===== src/rtl/rr_decoder_arbiter.sv =====
// Four-requester round-robin arbiter feeding a 2-to-4 one-hot decoder; optional forced release via RR_ARB_TIMEOUT_EN.
// Grant is registered one edge after the request; requesters are held off while a grant is active and for one gap cycle after it.
module rr_decoder_arbiter #(
    parameter int TIMEOUT_CYCLES = 8,
    parameter int CNT_W          = 4
) (
    input  logic       clk,
    input  logic       reset,
    input  logic [3:0] req,
    input  logic       done,
    output logic       address0,
    output logic       address1,
    output logic       enable,
    output logic       busy,
    output logic       timeout_flag
);

    typedef enum logic {IDLE, GRANT} state_t;

    state_t     r_state;
    logic [1:0] r_ptr;
    logic [1:0] r_cur;
    logic [1:0] r_addr;
    logic       r_en;
    logic       r_busy;
    logic       r_to;

    logic [1:0] w_sel;
    logic       w_any;
    logic       w_tmo;
    logic       w_release;

    if (TIMEOUT_CYCLES < 1 || TIMEOUT_CYCLES > (2 ** CNT_W) - 1) begin : g_bad_timeout
        $error("TIMEOUT_CYCLES must lie in 1..2^CNT_W-1");
    end

    // Scan from highest offset down so the entry closest to r_ptr wins.
    always_comb begin
        w_sel = r_ptr;
        for (int k = 3; k >= 0; k--) begin
            if (req[r_ptr + 2'(k)]) begin
                w_sel = r_ptr + 2'(k);
            end
        end
    end

    assign w_any = |req;

`ifdef RR_ARB_TIMEOUT_EN
    logic [CNT_W-1:0] r_cnt;

    // Forced release fires only when no natural release happens on the same edge.
    assign w_tmo = (r_cnt == CNT_W'(TIMEOUT_CYCLES)) & ~done & req[r_cur];

    always_ff @(posedge clk) begin
        if (reset) begin
            r_cnt <= '0;
        end else if (r_state == IDLE) begin
            if (w_any) begin
                r_cnt <= CNT_W'(1);
            end
        end else if (!w_release && (r_cnt != {CNT_W{1'b1}})) begin
            r_cnt <= r_cnt + CNT_W'(1);
        end
    end
`else
    assign w_tmo = 1'b0;
`endif

    assign w_release = done | ~req[r_cur] | w_tmo;

    always_ff @(posedge clk) begin
        if (reset) begin
            r_state <= IDLE;
            r_ptr   <= 2'd0;
            r_cur   <= 2'd0;
            r_addr  <= 2'd0;
            r_en    <= 1'b0;
            r_busy  <= 1'b0;
            r_to    <= 1'b0;
        end else begin
            r_to <= 1'b0;
            case (r_state)
                IDLE: begin
                    if (w_any) begin
                        r_cur   <= w_sel;
                        r_addr  <= w_sel;
                        r_en    <= 1'b1;
                        r_busy  <= 1'b1;
                        r_state <= GRANT;
                    end
                end
                GRANT: begin
                    // Address bits deliberately hold after release; only enable drops.
                    if (w_release) begin
                        r_en    <= 1'b0;
                        r_busy  <= 1'b0;
                        r_ptr   <= r_cur + 2'd1;
                        r_to    <= w_tmo;
                        r_state <= IDLE;
                    end
                end
                default: r_state <= IDLE;
            endcase
        end
    end

    assign address0     = r_addr[0];
    assign address1     = r_addr[1];
    assign enable       = r_en;
    assign busy         = r_busy;
    assign timeout_flag = r_to;

endmodule

===== config.mk =====
export PLATFORM = sky130hd
export DESIGN_NAME = rr_decoder_arbiter
export DESIGN_NICKNAME = d
export VERILOG_FILES = /design/src/rtl/rr_decoder_arbiter.sv
export SDC_FILE = /design/constraint.sdc
export NUM_CORES = 1
export LEC_CHECK = 0
export CAP_MARGIN = 0
export CORE_AREA = 3 3 40 42
export CTS_CLUSTER_DIAMETER = 100
export DETAILED_ROUTE_END_ITERATION = 6
export DIE_AREA = 0 0 43 45
export DONT_BUFFER_PORTS = 1
export GPL_ROUTABILITY_DRIVEN = 0
export SYNTH_ARGS = -nofsm -noshare
export SYNTH_HDL_FRONTEND = slang
export SYNTH_SLANG_ARGS = --single-unit

===== constraint.sdc =====
create_clock -name clk -period 1.7 [get_ports clk]
set_input_delay 0.425 -clock clk [delete_from_list [all_inputs] [get_ports clk]]
set_output_delay 0.425 -clock clk [all_outputs]
set_load 0.1 [all_outputs]

-- Word level (Yosys, flattened, before mapping)
Index checks and enable logic that the tools add are counted.
- register bits after elaboration: 6
- output and inout port bits: 5
- $add $sub $neg: 4
- $lt $le $gt $ge: 5
- eq/ne operators: 2
- mux-type cells: 20
- bitwise gates (word level): 3
- reductions and logical operators: 4
- operators with widths (operator ; count):
    $lt 2x3->1 const B ; 5
    $bmux 1 s2 ; 5
    $mux 1 ; 9
    $mux 2 ; 4
    $reduce_and 2->1 ; 3
    $add 2x1->2 const B ; 2
    $add 2x2->2 const B ; 2
    $pmux 1 s2 ; 2
    $reduce_or 4->1 ; 1
    $ne 2x1->1 const B ; 1
    $ne 2x2->1 const B ; 1
    $not 1->1 ; 2
    $or 1x1->1 ; 1

-- Logic depth before layout (Yosys ltp)
- depth after elaboration: 7
- depth in mapped cells: 5

-- Worst setup path after synthesis
OpenSTA, ideal clock, no wires.
- path kind: reg-to-reg
- start: register r_addr[0] (netlist name)
- end: register r_ptr[1]
- setup time: 80 ps
- data arrival time: 1860 ps
- setup slack: -240 ps
- stages on the path, launching flop included: 6
- path buffers: 1
- cells stage by stage: dfxtp_1 buf_6 mux2i_2 o221a_4 nor2_2 a211oi_2
- RTL lines (item ; RTL line ; RTL):
    end signal: assignment ; 98 ; r_ptr <= r_cur + 2'd1;
    end: declaration ; 21 ; logic [1:0] r_ptr;

-- Worst setup path after layout
- start: register r_addr[0]
- end: output address0
- RTL lines (item ; RTL line ; RTL):
    start: declaration ; 23 ; logic [1:0] r_addr;
    start signal: assignment ; 87 ; r_addr <= w_sel;
    end: declaration ; 11 ; output logic address0,
No word-level cell between the ends.

==> qor.yml <==
run_status:
  status: "complete, no violations"
synth:
  synth_nets: 52
  synth_top_area_share_pct: 30.38
  synth_area_leaders: "dfxtp_1, a211oi_2, mux2i_4"
  avgSynthCellArea_um2: 8.786
  postSynthCellCount: 45
  yosys_warnings: 0
  synth.largest_area_cell: "dfxtp_1"
  syn_area_um2: 395.4
  ys_ff_latch: 6
  seq_area_frac_synth_pct: 30.38
  synth_cell_types: 23
setup_path:
  worstPathMaxFanout: 4
  slowest_delay_ns: 0.39
  path_class: "register to primary output"
  crit_buf_inv: 1
  path_cells: "buf_4"
  end_kind: "primary output"
  worst_setup_path_start_kind: "register"
  arrival_ns: 0.98
  crit_family: "flip-flops"
  cp_slowest_cell: "dfxtp_2"
  cp.required_ns: 1.27
cells_and_area:
  final_cell_count_no_fill: 63
  diodes: 0
  drive_gt1_share_pct: 33.33
  mostFrequentLayoutCells: "nor2_1, o21ai_0"
  fin_nets: 57
  final_common_cell: "nor2_1"
  syn_to_final_growth_pct: 13.61
flow_run:
  maxCapViolCount: 0
die:
  chipHeight_um: 45
  row_count: 13
  die-area_um2: 1935
  core_area_um2: 1285
  fp.dieW_um: 43
  start_util_pct: 30.77
  io_pins: 12
global_routing:
  use_met1_pct: 11.44
  first_global_vias: 297
  antenna_found_initial: 0
  grt-ovfl-total: 0
  busiest_layer: "met2"
  grt_pass1_wl_um: 1373
  grtUsageMet3_pct: 4.781
  grt_start_max_net_pins: 8
  groute.usage.overall_pct: 9.858
  met2_usage_pct: 14.97
drt:
  drt-pass1-iter-count: 4
  drc: 0
  vias: 333
  drt-initial-drc-count: 9
  wire_per_inst_um: 13.14
  ant_nets: 0
  vias_per_cell: 5.286
  routed_wl_um: 828
power_and_ir_drop:
  ir_worst_vdd_mv: 0.3722
  pwr_density_cell_nw_per_um2: 1087
  p_leak_uw: 0.0001586
cts:
  cts_setup_buffers: 0
  clk_pin_slew_worst_paths_ns: 0.04
  cts.sinks: 6
  htree_levels: 1
  cts_hold_buffers: 0
  numCtsBuffers: 3
  cts_resized: 0
  cts_tree: "done"
  clkLatencyLatePin_ns: 0.23
  cts-root-buf: "clkbuf_4"
  cts.path.max_buffers: 2
timing:
  layout_min_cycle_time_ns: 1.401
  setup_viol: 0
  final.setup.tns_ns: 0
  slew_viol_final: 0
  fin_crit_sh_pct: 82.42
  finalHoldViolCount: 0
  fmax_ghz: 0.7137
  hold_ws_ns: 0.2500
  rsz0062_at_grt: "no"
  worst_clock_skew_ns: 0.001610
placed_design:
  dp_hpwl_um: 668.8
  io_buffers: 0
  dp.cells: 60
worst_hold_path:
  hp-class: "primary input to register"
[worst reg2reg max path, stage by stage (launching register included)]
cell and delay, ns:
dfxtp_2 0.39, mux2i_2 0.27, o221a_4 0.27, nor2_2 0.05, a211oi_2 0.18
[power breakdown]
part / switching (uW) / leakage, uW / internal [uW]
sequential: 21.5 / 0.0000507 / 159
combinational: 126 / 0.0000941 / 58.2
clock: 44.3 / 0.0000138 / 79.4
[layer usage]
metal  vias up  part of all wire [%]
met4         0                     0
met5         -                     0
met2        20                    47
met3         0                   8.6
li1        164                     -
met1       149                    44
[area by class of cell]
cell class                 count  area [um^2]
timing repair buffer           3        35.03
clock buffer                   3        22.52
multi-input combinational     33        237.7
inverter                       3        11.26
sequential                     6        123.9
fill                         140        835.8
tap                           15        18.77
[cell families after synthesis]
family	after synthesis	share of synthesized area, %
AND/OR/NAND/NOR	16	20.57
AO/OA/AOI/OAI	13	27.22
multiplexers	2	9.176
flip-flops	6	30.38
other	1	0.9485
XOR/XNOR	1	2.216
buffers and inverters	6	9.492
[state kept, by name (all words and copies together) (netlist names)]
name,count
r_state,1
r_ptr,2
r_addr,2
busy,1
[synth_stat cells (all sizes together)]
master	count
nor2	8
dfxtp	6
o21ai	4
buf	3
inv	3
nor3	3
a211oi	2
a21oi	2
mux2i	2
nor2b	2
a211o	1
a221oi	1
a311oi	1
conb	1
nand2b	1
nor4	1
o221a	1
o22ai	1
or2	1
xnor2	1
[path summary, 6_finish.rpt]
path                            slack, ns   endpoint  depth (start not counted)       from
worst max-delay path                 0.30   address0                          1  r_addr[0]
worst min register to register       0.52       busy                          2       busy
worst min-delay path                 0.25  r_addr[0]                          1      reset
worst max register to register       0.46   r_ptr[1]                          4  r_addr[0]
[metrics by stage]
stage	util [%]	setup WS (ns)	power [uW]	instance area [um^2]
6_report	34.96	0.2988	488.1	449.2
5_1_grt	34.96	0.2750	521.3	449.2
4_1_cts	34.96	0.2919	495.7	449.2
3_5_place_dp	33.20	0.4371	366.6	426.7
3_3_place_gp	33.20	0.4478	365.7	426.7
2_1_floorplan	-	0.08604	342.5	399.1
Note: power is estimated with default switching activity, not from simulation.
